**config.mk**
```make
export PLATFORM = sky130hd
export DESIGN_NAME = ats_egress_arbiter
export DESIGN_NICKNAME = d
export VERILOG_FILES = /design/src/rtl/ats_egress_arbiter.sv
export SDC_FILE = /design/constraint.sdc
export NUM_CORES = 1
export LEC_CHECK = 0
export ABC_AREA = 1
export CELL_PAD_IN_SITES_DETAIL_PLACEMENT = 0
export CELL_PAD_IN_SITES_GLOBAL_PLACEMENT = 1
export CORE_UTILIZATION = 29
export DETAILED_ROUTE_END_ITERATION = 8
export PLACE_DENSITY_LB_ADDON = 0.1
export SLEW_MARGIN = 20
export SYNTH_ARGS = -nofsm -noshare
export SYNTH_HDL_FRONTEND = slang
export SYNTH_SLANG_ARGS = --single-unit
```
**constraint.sdc**
```tcl
create_clock -name clk -period 6.4 [get_ports clk]
set_clock_uncertainty 0.05 [all_clocks]
set_input_delay 1.28 -clock clk [delete_from_list [all_inputs] [get_ports clk]]
set_output_delay 1.28 -clock clk [all_outputs]
set_load 0.01 [all_outputs]
```
**src/rtl/ats_egress_arbiter.sv**
```systemverilog
// Egress arbiter: grants one eligible ATS queue and forwards its whole frame before re-arbitrating.
// Optional ATS_ARB_EARLIEST_FIRST_EN: pick the smallest eligibility timestamp instead of strict priority.
module ats_egress_arbiter #(
    parameter int NUM_QUEUES      = 4,
    parameter int DATA_WIDTH      = 8,
    parameter int TIMESTAMP_WIDTH = 72,
    localparam int GW             = (NUM_QUEUES > 1) ? $clog2(NUM_QUEUES) : 1
) (
    input  logic                                  clk,
    input  logic                                  rst,
    input  logic [TIMESTAMP_WIDTH-1:0]            transmission_selection_timer,
    input  logic [NUM_QUEUES*DATA_WIDTH-1:0]      s_axis_tdata,
    input  logic [NUM_QUEUES-1:0]                 s_axis_tvalid,
    input  logic [NUM_QUEUES-1:0]                 s_axis_tlast,
    output logic [NUM_QUEUES-1:0]                 s_axis_tready,
    input  logic [NUM_QUEUES*TIMESTAMP_WIDTH-1:0] s_axis_eligibility_timestamp_tdata,
    input  logic [NUM_QUEUES-1:0]                 s_axis_eligibility_timestamp_tvalid,
    output logic [NUM_QUEUES-1:0]                 s_axis_eligibility_timestamp_tready,
    output logic [DATA_WIDTH-1:0]                 m_axis_tdata,
    output logic                                  m_axis_tvalid,
    output logic                                  m_axis_tlast,
    input  logic                                  m_axis_tready,
    output logic [GW-1:0]                         grant_queue,
    output logic                                  busy
);

    typedef enum logic {IDLE, XFER} state_t;

    state_t                state_q, state_d;
    logic [GW-1:0]         grant_q, grant_d;
    logic                  busy_q, busy_d;
    logic [NUM_QUEUES-1:0] eligible;
    logic [GW-1:0]         winner;

    always_comb begin
        eligible = '0;
        for (int i = 0; i < NUM_QUEUES; i++) begin
            eligible[i] = s_axis_eligibility_timestamp_tvalid[i] & s_axis_tvalid[i] &
                (s_axis_eligibility_timestamp_tdata[i*TIMESTAMP_WIDTH +: TIMESTAMP_WIDTH]
                 <= transmission_selection_timer);
        end
    end

    // Ascending scan with strict '<' keeps the lowest index on ties.
`ifdef ATS_ARB_EARLIEST_FIRST_EN
    logic                       found;
    logic [TIMESTAMP_WIDTH-1:0] best_ts;
    always_comb begin
        winner  = '0;
        found   = 1'b0;
        best_ts = '0;
        for (int i = 0; i < NUM_QUEUES; i++) begin
            if (eligible[i] && (!found ||
                s_axis_eligibility_timestamp_tdata[i*TIMESTAMP_WIDTH +: TIMESTAMP_WIDTH] < best_ts)) begin
                winner  = GW'(i);
                best_ts = s_axis_eligibility_timestamp_tdata[i*TIMESTAMP_WIDTH +: TIMESTAMP_WIDTH];
                found   = 1'b1;
            end
        end
    end
`else
    logic found;
    always_comb begin
        winner = '0;
        found  = 1'b0;
        for (int i = 0; i < NUM_QUEUES; i++) begin
            if (eligible[i] && !found) begin
                winner = GW'(i);
                found  = 1'b1;
            end
        end
    end
`endif

    always_comb begin
        m_axis_tdata                        = '0;
        m_axis_tvalid                       = 1'b0;
        m_axis_tlast                        = 1'b0;
        s_axis_tready                       = '0;
        s_axis_eligibility_timestamp_tready = '0;
        if (state_q == XFER) begin
            m_axis_tdata           = s_axis_tdata[int'(grant_q)*DATA_WIDTH +: DATA_WIDTH];
            m_axis_tvalid          = s_axis_tvalid[grant_q];
            m_axis_tlast           = s_axis_tlast[grant_q];
            s_axis_tready[grant_q] = m_axis_tready;
            // Timestamp is consumed exactly once, on the frame's final handshake.
            s_axis_eligibility_timestamp_tready[grant_q] =
                s_axis_tvalid[grant_q] & m_axis_tready & s_axis_tlast[grant_q];
        end
    end

    always_comb begin
        state_d = state_q;
        grant_d = grant_q;
        busy_d  = busy_q;
        case (state_q)
            IDLE: begin
                if (|eligible) begin
                    state_d = XFER;
                    grant_d = winner;
                    busy_d  = 1'b1;
                end
            end
            XFER: begin
                if (m_axis_tvalid && m_axis_tready && m_axis_tlast) begin
                    state_d = IDLE;
                    busy_d  = 1'b0;
                end
            end
            default: begin
                state_d = IDLE;
                busy_d  = 1'b0;
            end
        endcase
    end

    always_ff @(posedge clk) begin
        if (rst) begin
            state_q <= IDLE;
            grant_q <= '0;
            busy_q  <= 1'b0;
        end else begin
            state_q <= state_d;
            grant_q <= grant_d;
            busy_q  <= busy_d;
        end
    end

    assign grant_queue = grant_q;
    assign busy        = busy_q;

endmodule

```
* Word-level counts from Yosys, hierarchy flattened
Cells that the tools add are included.
** Storage, ports and cells
- Logic and storage cells :: 60
- Register bits :: 4
** Cells by class
- Magnitude comparators :: 6
- Bitwise operators :: 13
- Equality and inequality tests :: 2
- Multiplexer cells :: 23
- Reduce and logical (&&, ||, !) cells :: 12
- Shift-type cells :: 1
** Operators with widths (number)
- less-or-equal comparator 72 bit :: 4
- variable part select 32 x 6 -> 8 bit :: 1
- 2-to-1 mux 1 bit :: 13
- AND 1 bit :: 10
- AND 4 bit :: 2
- 2-to-1 mux 4 bit :: 2
- 2-to-1 mux 8 bit :: 1
- logical AND 1 bit :: 6
- binary-select mux 1 bit (select 2 bit) :: 2
- 2-to-1 mux 2 bit :: 2
- case mux 1 bit (2 select lines) :: 2
- AND reduction 2 bit :: 2
- OR reduction 4 bit :: 1
- logical NOT 1 bit :: 3
- less-than comparator 2 x 3 -> 1 bit (second input constant) :: 1
- demux 1 bit (select 2 bit) :: 1
- greater-or-equal comparator 2 x 1 -> 1 bit (second input constant) :: 1
- != test 2 x 1 -> 1 bit (second input constant) :: 1
- != test 2 bit (second input constant) :: 1
- inverter 1 bit :: 1

* Logic depth before layout (Yosys ltp)
Gate-level depths: netlist (run 1).
- Depth in word-level cells :: 12
- Mapped depth :: 22
- Gate-level depth less buffers :: 22

* Worst setup path after synthesis (run 1)
OpenSTA, ideal clock, no wires.
- Path kind :: input port to output port
- Start :: input s_axis_tvalid[3]
- End :: output s_axis_eligibility_timestamp_tready[0]
- Arrival :: 2130 ps
- Stages :: 5
- Path buffers :: 0
- Setup slack :: 2940 ps
- Cell sequence :: nand2_1 -> a41oi_1 -> and3_1 -> inv_1 -> nor2_1
** Between the ends
- Longest elaborated chain between the ends :: 6
** RTL lines
- start, declared :: RTL line 13 : input logic [NUM_QUEUES-1:0] s_axis_tvalid,
- binary-select mux 1 bit (select 2 bit) :: RTL line 88 : s_axis_tvalid[grant_q] & m_axis_tready & s_axis_tlast[grant_q];
- 2-to-1 mux 1 bit (not written as such) :: RTL line 88
- AND 1 bit (2 in a row) :: RTL line 88
- AND 4 bit (no source line)
- 2-to-1 mux 4 bit :: RTL line 81 : if (state_q == XFER) begin
- end, declared :: RTL line 18 : output logic [NUM_QUEUES-1:0] s_axis_eligibility_timestamp_tready,
Every way passes these cells. The select of a mux whose other input is x is not followed.

* Final worst setup path (run 1)
- Start :: input s_axis_tvalid[2]
- End :: output s_axis_eligibility_timestamp_tready[2]
The elaborated chain is that of the path after synthesis.

==> impl_metrics.env, run 1 <==
export IMPL_std_cell_rows=59
export IMPL_coreArea_mm2=0.0264
export IMPL_cts_sinks=4
export IMPL_grt_max_degree=14
export IMPL_clkSlewWorstSetupHoldPaths_ns=0.03
export IMPL_intPower_uw=536
export IMPL_floorplan_die_area_mm2=0.0278
export IMPL_syn_inst=1259
export IMPL_synth_top_area_share=0.458
export IMPL_initial_antenna_violation_count=7
export IMPL_drive_gt1_frac=0.0207
export IMPL_timing_final_max_slew_violations=0
export IMPL_globalplace_congestion=0.885
export IMPL_cts_htree_levels=1
export IMPL_timing_setup_critical_path_class="input port to output port"
export IMPL_worst_tran_pin_value_ns=0.818
export IMPL_result_of_the_run="completed"
export IMPL_max_slew_margin=0.453
export IMPL_timing_final_hold_violations=0
export IMPL_hold_fix_buffers_cts=0
export IMPL_min_path_type="flip-flop to flip-flop"
export IMPL_syn_mean_instance_area_um2=6.24
export IMPL_drtIter0Drc=334
export IMPL_setup_repair_after_global_routing_missed_its_margin="false"
export IMPL_tritoncts_num_buffers=3
export IMPL_synth_seq_area_share=0.0102
export IMPL_detail_route_wl_per_cell_um=14.9
export IMPL_maxcap_violations=0
export IMPL_power_share_clock=0.104
export IMPL_total_of_flip_flops_plus_latches_after_synthesis=4
export IMPL_detail_route_vias_per_cell=4.50
export IMPL_cts_tree="done"
export IMPL_gr_usage_all_layers=0.215
export IMPL_n_fill_cell=2780
export IMPL_mostFrequentLayoutCell="sky130_fd_sc_hd__clkdlybuf4s50_1"
export IMPL_yosysUniqueCellTypes=29
export IMPL_fp_dieW_um=167
export IMPL_cts_repair_timing_setup_buffer_count=0
export IMPL_synth_top_cells_by_area="sky130_fd_sc_hd__ha_1 46%, sky130_fd_sc_hd__nand2_1 19%, sky130_fd_sc_hd__inv_1 9.2%"
export IMPL_synth_largest_area_cell="sky130_fd_sc_hd__ha_1"
export IMPL_grt_pass1_wl_mm=47.1
export IMPL_netlist_area_mm2=0.00786
export IMPL_post_cts_resize_count=0
export IMPL_via_total_after_detailed_routing=9133
export IMPL_port_buffers=427
export IMPL_clock_tree_root_cell="sky130_fd_sc_hd__clkbuf_16"
export IMPL_gr_total_overflow=0
export IMPL_syn2layout_area_growth_pct=60.7
export IMPL_postLayoutCoreUtil=0.479
export IMPL_final_period_minus_worst_setup_slack_ns=4.40
export IMPL_pwr_density_cell_mw_per_mm2=72.6
export IMPL_critical_path_arrival_ns=3.07
export IMPL_worstSetupEndpointType="output port"
export IMPL_residual_drc_count=0
export IMPL_initial_utilization=0.298
export IMPL_cts_path_max_buffers=2
export IMPL_mostFrequentLayoutCells="427 x sky130_fd_sc_hd__clkdlybuf4s50_1, 405 x sky130_fd_sc_hd__nand2_1, 288 x sky130_fd_sc_hd__ha_1"
export IMPL_synth_warning_count=0
export IMPL_comb_power_share=0.862
export IMPL_vias_in_the_first_global_route=9164
export IMPL_lkg_pwr_uw=0.00667
export IMPL_drt_pass1_iter_count=5
export IMPL_swShare=0.415
export IMPL_synthesized_netlist_net_count=1954
export IMPL_worst_setup_path_start_kind="input port"
export IMPL_sequentialPowerShare=0.034
export IMPL_timing_fmax_mhz=227
export IMPL_maximum_vdd_ir_drop_mv=0.101
export IMPL_place_hpwl_mm=28.2
export IMPL_power_switching_uw=380
export IMPL_critical_path_max_fanout=4
export IMPL_routed_wirelength_mm=30.3
export IMPL_antenna_violating_nets_post_route=0
export IMPL_clkLatencyLatePin_ns=0.22
export IMPL_finalCritPeriodShare=0.688
export IMPL_io_pins=428
export IMPL_nets=2384
export IMPL_floorplan_die_height_um=167
export IMPL_final_setup_fails=0
export IMPL_critical_path_required_ns=5.07
export IMPL_setup_tns_after_final_layout_ns=0
## critical path: stages
cell and delay [ns]:
sky130_fd_sc_hd__clkdlybuf4s50_1 0.49, sky130_fd_sc_hd__nand2_1 0.06, sky130_fd_sc_hd__a41oi_1 0.28, sky130_fd_sc_hd__and3_1 0.24, sky130_fd_sc_hd__inv_1 0.09, sky130_fd_sc_hd__nor2_1 0.10
sky130_fd_sc_hd__clkdlybuf4s50_1 0.54
## cells in the mapped netlist, drive strengths merged
cell      n
nand2   417
ha      288
inv     193
nor2    124
a21oi   116
nand3    26
a21o     20
a22oi    17
nand4    14
o21ai    12
o21a      8
and2      5
nor3      5
dfxtp     4
clkinv    3
buf       2
a31oi     1
a41oi     1
and3      1
o21bai    1
or3       1
## cells by family after synthesis
group,count (synthesis),synth area share
simple gates,593,0.308
fa+ha+maj,288,0.458
buf+inv,198,0.0957
compound gates,176,0.127
flops,4,0.0102
## worst paths after layout
| check | from | endpoint | slack [ns] | cells after the start |
|---|---|---|---|---|
| min reg2reg | grant_queue[1] | grant_queue[1] | 0.49 | 2 |
| max | s_axis_tvalid[2] | s_axis_eligibility_timestamp_tready[2] | 2.00 | 7 |
| min | grant_queue[1] | grant_queue[1] | 0.49 | 2 |
| max reg2reg | grant_queue[1] | state_q | 4.31 | 8 |
## flip-flops by register name (all words and copies together) (netlist names)
| name | flops |
|---|---|
| grant_queue | 2 |
| busy | 1 |
| state_q | 1 |
## stage by stage
stage          total power, µW  instances  hold WS, ns  setup slack, ns  instance area (µm²)
2_1_floorplan              427       1259        0.486             2.94                 7860
3_3_place_gp               817       2019        0.497             2.03                12500
3_5_place_dp               826       2019        0.493             2.01                12500
4_1_cts                    927       2022        0.491             2.00                12600
5_1_grt                   1040       2026        0.515             1.84                12600
6_report                   917       2029        0.493             2.00                12600
## power groups by stage
| stage | Combinational, µW | Clock, µW | Sequential (µW) |
|---|---|---|---|
| finish | 790 | 95.5 | 31.4 |
| global route | 905 | 100 | 32.3 |
| CTS | 799 | 96.5 | 31.5 |
| detailed placement | 794 | 0 | 31.8 |
| global placement | 785 | 0 | 31.9 |
| floorplan | 395 | 0 | 32.4 |
## layout make-up
type | count | area [µm²] | share of cell area
antenna | 7 | 17.5 | 0.00139
timing repair buffer | 427 | 4270 | 0.338
multi-input combinational | 1057 | 7030 | 0.557
inverter | 196 | 736 | 0.0582
clock buffer | 3 | 75.1 | 0.00594
sequential | 4 | 80.1 | 0.00634
tap | 335 | 419 | 0.0332
## layer usage
metal / share of wire / GRT usage / vias to the layer above
met5: 0 / 0 / -
met4: 0.012 / 0.0306 / 0
met3: 0.058 / 0.0364 / 18
met2: 0.47 / 0.382 / 262
met1: 0.46 / 0.276 / 3850
li1: - / - / 5003
No activity file was read; power rests on OpenSTA's default activity.
==> run 2: changes to the inputs <==
--- a/config.mk
+++ b/config.mk
@@ -8,7 +8,7 @@
 export ABC_AREA = 1
 export CELL_PAD_IN_SITES_DETAIL_PLACEMENT = 0
 export CELL_PAD_IN_SITES_GLOBAL_PLACEMENT = 1
-export CORE_UTILIZATION = 29
+export CORE_UTILIZATION = 27
 export DETAILED_ROUTE_END_ITERATION = 8
 export PLACE_DENSITY_LB_ADDON = 0.1
 export SLEW_MARGIN = 20
==> constraint.sdc (replaced) <==
create_clock -name clk -period 4.24 [get_ports clk]
set_clock_uncertainty 0.05 [all_clocks]
set_input_delay 0.848 -clock clk [delete_from_list [all_inputs] [get_ports clk]]
set_output_delay 0.848 -clock clk [all_outputs]
set_load 0.01 [all_outputs]
==> run 2 against run 1 <==
  * Combinational power rose by 52%
  * Critical path depth did not move
  * Global-route usage fell by 0.48 points
==> impl_metrics.env, run 2 (synthesis gave the netlist of run 1 again) <==
export IMPL_worst_tran_pin_value_ns=0.554
export IMPL_critPathSlowestCell="sky130_fd_sc_hd__clkdlybuf4s50_1"
export IMPL_cts_path_max_buffers=2
export IMPL_mostFrequentLayoutCell="sky130_fd_sc_hd__clkdlybuf4s50_1"
export IMPL_cp_num_buf_inv=3
export IMPL_hold_slack_ns=0.489
export IMPL_post_cts_resize_count=0
export IMPL_clkSlewWorstSetupHoldPaths_ns=0.03
export IMPL_placedInstanceArea_mm2=0.0126
export IMPL_cts_sinks=4
export IMPL_detail_route_vias_per_cell=4.42
export IMPL_postLayoutCellArea_mm2=0.0127
export IMPL_timing_final_max_slew_violations=0
export IMPL_std_cell_rows=62
export IMPL_grt_pass1_wl_mm=49.3
export IMPL_tritoncts_num_buffers=3
export IMPL_timing_final_hold_violations=0
export IMPL_final_seq_area_um2=80.1
export IMPL_critical_path_arrival_ns=2.65
export IMPL_timing_setup_critical_path_class="input port to output port"
export IMPL_crit_reg2reg_launch="grant_queue[0]"
export IMPL_place_hpwl_mm=29.6
export IMPL_coreArea_mm2=0.0287
export IMPL_dp_cells=2069
export IMPL_mostFrequentLayoutCells="427 x sky130_fd_sc_hd__clkdlybuf4s50_1, 405 x sky130_fd_sc_hd__nand2_1, 288 x sky130_fd_sc_hd__ha_1"
export IMPL_fin_cells=2073
export IMPL_residual_drc_count=0
export IMPL_detail_route_wl_per_cell_um=15.4
export IMPL_cts_repair_timing_setup_buffer_count=0
export IMPL_syn2layout_area_growth_pct=61.4
export IMPL_port_buffers=427
export IMPL_critical_path_required_ns=3.34
export IMPL_floorplan_die_area_mm2=0.0298
export IMPL_cts_tree="done"
export IMPL_drt_pass1_iter_count=5
export IMPL_clock_tree_root_cell="sky130_fd_sc_hd__clkbuf_16"
export IMPL_hold_fix_buffers_cts=0
export IMPL_via_total_after_detailed_routing=9157
export IMPL_cp_slowest_stage_delay_ns=0.54
export IMPL_lkg_pwr_uw=0.00667
export IMPL_maximum_vdd_ir_drop_mv=0.0891
export IMPL_combined_area_of_the_multi_input_logic_cells_mm2=0.00703
export IMPL_worst_setup_path_start_kind="input port"
export IMPL_setup_worst_path_end="s_axis_eligibility_timestamp_tready[1]"
export IMPL_critical_path_top_delay_family="buffers and inverters"
export IMPL_worst_r2r_path_depth=9
export IMPL_antenna_violating_nets_post_route=0
export IMPL_drtIter0Drc=336
export IMPL_setup_tns_after_final_layout_ns=0
export IMPL_initial_antenna_violation_count=3
export IMPL_fp_dieW_um=173
export IMPL_worstSetupEndpointType="output port"
export IMPL_nets=2385
export IMPL_cp_common_cell="sky130_fd_sc_hd__clkdlybuf4s50_1"
export IMPL_critical_path_cell_count=7
export IMPL_min_path_type="flip-flop to flip-flop"
export IMPL_path_cells="clkdlybuf4s50_1 > nand2_1 > a41oi_1 > and3_1 > inv_1 > nor2_1 > clkdlybuf4s50_1"
export IMPL_result_of_the_run="completed"
export IMPL_initial_utilization=0.274
export IMPL_drive_gt1_frac=0.0213
export IMPL_maxcap_violations=0
export IMPL_routed_wirelength_mm=31.9
export IMPL_pwr_density_cell_mw_per_mm2=111
export IMPL_vias_in_the_first_global_route=9145
export IMPL_max_slew_margin=0.630
export IMPL_worstReg2RegEnd="busy"
export IMPL_clkLatencyLatePin_ns=0.23
export IMPL_critical_path_max_fanout=4
export IMPL_gr_usage_all_layers=0.210
export IMPL_worst_r2r_setup_slack_ns=2.45
export IMPL_io_pins=428
export IMPL_crit_path_start="s_axis_tvalid[3]"
export IMPL_cts_htree_levels=1
export IMPL_final_period_minus_worst_setup_slack_ns=3.55
export IMPL_globalplace_congestion=0.876
export IMPL_final_setup_fails=0
export IMPL_preCtsSetupSlack_ns=0.711
export IMPL_floorplan_die_height_um=173
export IMPL_timing_fmax_mhz=282
export IMPL_grt_max_degree=14
export IMPL_setup_repair_after_global_routing_missed_its_margin="false"
export IMPL_n_fill_cell=3028
export IMPL_finalCritPeriodShare=0.837
export IMPL_gr_total_overflow=0
export IMPL_largest_reg_flops=2
export IMPL_post_route_worst_setup_slack_ns=0.690
==> run 2: changes by cell type in the layout (fill, tap and decap cells not counted) <==
cell | before | now
sky130_fd_sc_hd__buf_4 | 0 | 1
sky130_fd_sc_hd__diode_2 | 7 | 1
==> run 2: layout make-up <==
class	count	share of cell area
sequential	4	0.00631
inverter	196	0.0580
multi-input combinational	1057	0.554
clock buffer	3	0.00592
timing repair buffer	428	0.338
antenna	1	0.000197
tap	384	0.0379
==> run 2: how the worst min path moves through the flow <==
stage                                end           start  cells past startpoint
after detailed placement  grant_queue[1]  grant_queue[1]                      2
after floorplan           grant_queue[1]  grant_queue[1]                      2
final                     grant_queue[1]  grant_queue[1]                      2
after global routing      grant_queue[1]  grant_queue[1]                      2
after CTS                 grant_queue[1]  grant_queue[1]                      2
after global placement    grant_queue[1]  grant_queue[1]                      2
==> run 2: stage by stage <==
| step | util | power [µW] |
|---|---|---|
| floorplan | - | 645 |
| global placement | 0.439 | 1250 |
| detailed placement | 0.439 | 1260 |
| CTS | 0.442 | 1420 |
| global route | 0.442 | 1580 |
| finish | 0.442 | 1400 |
==> run 2: metal layers <==
| metal | vias up | track usage | wire length [µm] |
|---|---|---|---|
| met1 | 3866 | 0.273 | 14500 |
| met5 | - | 0 | 0 |
| met4 | 0 | 0.0193 | 251 |
| li1 | 5000 | - | - |
| met3 | 15 | 0.0314 | 1970 |
| met2 | 276 | 0.377 | 15100 |
==> run 2: worst reg2reg max path, delay by kind of cell (launching register included) <==
family | cells | cell delay [ns]
buf+inv | 3 | 0.43
flops | 1 | 0.40
compound gates | 2 | 0.23
simple gates | 4 | 0.64
==> run 2: power breakdown <==
part | total, µW | switching [µW] | internal, µW
sequential | 47.6 | 4.35 | 43.3
clock | 150 | 29.7 | 121
combinational | 1200 | 557 | 648
==> run 3: changes to the inputs <==
--- a/config.mk
+++ b/config.mk
@@ -8,7 +8,7 @@
 export ABC_AREA = 1
 export CELL_PAD_IN_SITES_DETAIL_PLACEMENT = 0
 export CELL_PAD_IN_SITES_GLOBAL_PLACEMENT = 1
-export CORE_UTILIZATION = 27
+export CORE_UTILIZATION = 24
 export DETAILED_ROUTE_END_ITERATION = 8
 export PLACE_DENSITY_LB_ADDON = 0.1
 export SLEW_MARGIN = 20
==> constraint.sdc (replaced) <==
create_clock -name clk -period 2.99 [get_ports clk]
set_clock_uncertainty 0.05 [all_clocks]
set_input_delay 0.598 -clock clk [delete_from_list [all_inputs] [get_ports clk]]
set_output_delay 0.598 -clock clk [all_outputs]
set_load 0.01 [all_outputs]
==> run 3 against run 2 <==
  * Global-route usage is 2.0 points lower
  * Cell count grew 5.5%
  * Clock power up 43%
  * Register-to-register slack worse by 1.4 ns
  * Non-clock buffer count rose by 62
  * Die area grew 12%
  * Wire length increased by 3.3%
  * Critical path type unchanged
  * Largest cell class unchanged
==> impl_metrics.env, run 3 (synthesis gave the netlist of run 1 again) <==
export IMPL_result_of_the_run="completed"
export IMPL_globalplace_congestion=0.824
export IMPL_routed_wirelength_mm=33.0
export IMPL_io_pins=428
export IMPL_pwr_density_cell_mw_per_mm2=156
export IMPL_worst_setup_path_start_kind="input port"
export IMPL_timing_setup_critical_path_class="input port to output port"
export IMPL_clkSlewWorstSetupHoldPaths_ns=0.03
export IMPL_gr_usage_all_layers=0.190
export IMPL_syn2layout_area_growth_pct=71.6
export IMPL_post_route_worst_setup_slack_ns=0.0543
export IMPL_antenna_violating_nets_post_route=0
export IMPL_lkg_pwr_uw=0.00702
export IMPL_floorplan_die_height_um=183
export IMPL_worst_r2r_path_depth=11
export IMPL_maximum_vdd_ir_drop_mv=0.0983
export IMPL_critical_path_max_fanout=4
export IMPL_crit_path_start="s_axis_tvalid[3]"
export IMPL_finalCritPeriodShare=0.982
export IMPL_setup_tns_after_final_layout_ns=0
export IMPL_dp_cells=2176
export IMPL_residual_drc_count=0
export IMPL_final_setup_fails=0
export IMPL_maxcap_violations=0
export IMPL_timing_fmax_mhz=341
export IMPL_grt_pass1_wl_mm=49.4
export IMPL_coreArea_mm2=0.0319
export IMPL_largest_reg_flops=2
export IMPL_drt_pass1_iter_count=6
export IMPL_port_buffers=427
export IMPL_setup_worst_path_end="s_axis_eligibility_timestamp_tready[3]"
export IMPL_floorplan_die_area_mm2=0.0335
export IMPL_crit_reg2reg_launch="grant_queue[0]"
export IMPL_min_path_type="flip-flop to flip-flop"
export IMPL_worstReg2RegEnd="busy"
export IMPL_cts_sinks=4
export IMPL_drive_gt1_frac=0.101
export IMPL_cts_tree="done"
export IMPL_grt_max_degree=10
export IMPL_power_total_uw=2110
export IMPL_hold_fix_buffers_cts=0
export IMPL_mostFrequentLayoutCell="sky130_fd_sc_hd__clkdlybuf4s50_1"
export IMPL_initial_antenna_violation_count=3
export IMPL_std_cell_rows=65
export IMPL_critical_path_required_ns=2.34
export IMPL_worst_r2r_setup_slack_ns=1.10
export IMPL_drtIter0Drc=230
export IMPL_vias_in_the_first_global_route=9438
export IMPL_max_slew_margin=0.750
export IMPL_tritoncts_num_buffers=3
export IMPL_hold_slack_ns=0.540
export IMPL_mostFrequentLayoutCells="423 x sky130_fd_sc_hd__clkdlybuf4s50_1, 393 x sky130_fd_sc_hd__nand2_1, 282 x sky130_fd_sc_hd__ha_1"
export IMPL_nets=2447
export IMPL_final_period_minus_worst_setup_slack_ns=2.94
export IMPL_clock_tree_root_cell="sky130_fd_sc_hd__clkbuf_16"
export IMPL_worstSetupEndpointType="output port"
export IMPL_cts_htree_levels=1
export IMPL_via_total_after_detailed_routing=9377
export IMPL_fp_dieW_um=183
export IMPL_place_hpwl_mm=30.5
export IMPL_cts_path_max_buffers=2
export IMPL_gr_total_overflow=0
export IMPL_critical_path_arrival_ns=2.29
export IMPL_worst_tran_pin_value_ns=0.374
export IMPL_timing_final_hold_violations=0
export IMPL_fin_cells=2187
export IMPL_detail_route_vias_per_cell=4.29
export IMPL_initial_utilization=0.247
export IMPL_detail_route_wl_per_cell_um=15.1
export IMPL_clkLatencyLatePin_ns=0.23
export IMPL_timing_final_max_slew_violations=0
export IMPL_preCtsSetupSlack_ns=-0.221
## run 3: final cells by class
cell class	instances	area [µm²]
Inverter	196	736
Antenna cell	2	5.00
Multi-Input combinational cell	1057	7300
Tap cell	435	544
Sequential cell	4	80.1
Clock buffer	3	75.1
Fill cell	3428	18400
Timing Repair Buffer	490	4750
## run 3: how the worst min path moves through the flow
stage,from,end,slack (ns),cells after the start
2_1_floorplan,grant_queue[1],grant_queue[1],0.49,2
3_3_place_gp,grant_queue[1],grant_queue[1],0.54,2
3_5_place_dp,busy,busy,0.54,4
4_1_cts,busy,busy,0.55,4
5_1_grt,grant_queue[1],grant_queue[1],0.57,2
6_report,busy,busy,0.54,4
## run 3: metrics by stage
step | cell area, µm² | util
3_3_place_gp | 13100 | 0.411
6_report | 13500 | 0.423
5_1_grt | 13500 | 0.423
4_1_cts | 13200 | 0.413
2_1_floorplan | 7860 | -
3_5_place_dp | 13100 | 0.411
## run 3: critical path, stage by stage
cell,delay [ns]
sky130_fd_sc_hd__clkdlybuf4s50_1,0.47
sky130_fd_sc_hd__nand2_1,0.07
sky130_fd_sc_hd__a41oi_2,0.21
sky130_fd_sc_hd__and3_1,0.21
sky130_fd_sc_hd__inv_1,0.08
sky130_fd_sc_hd__nor2_1,0.09
sky130_fd_sc_hd__clkdlybuf4s50_1,0.55
## run 3: power by group
part           total [µW]  leakage, µW  switching, µW  internal (µW)
combinational        1830      0.00695            837            992
sequential           68.3    0.0000332           6.98           61.3
clock                 214    0.0000370           42.6            171
## run 3: per-layer routing
| metal | up-vias | global-route usage | routed length (µm) |
|---|---|---|---|
| met5 | - | 0 | 0 |
| met4 | 0 | 0.0277 | 363 |
| met3 | 19 | 0.0278 | 1900 |
| met2 | 248 | 0.338 | 15400 |
| met1 | 3972 | 0.246 | 15300 |
| li1 | 5138 | - | - |
## run 3: repair_timing
| item | CTS | global route |
|---|---|---|
| pin swaps | 1 | 24 |
| setup endpoints to repair | 4 | 7 |
| setup buffers | 1 | 5 |
| resized for setup | 1 | 88 |
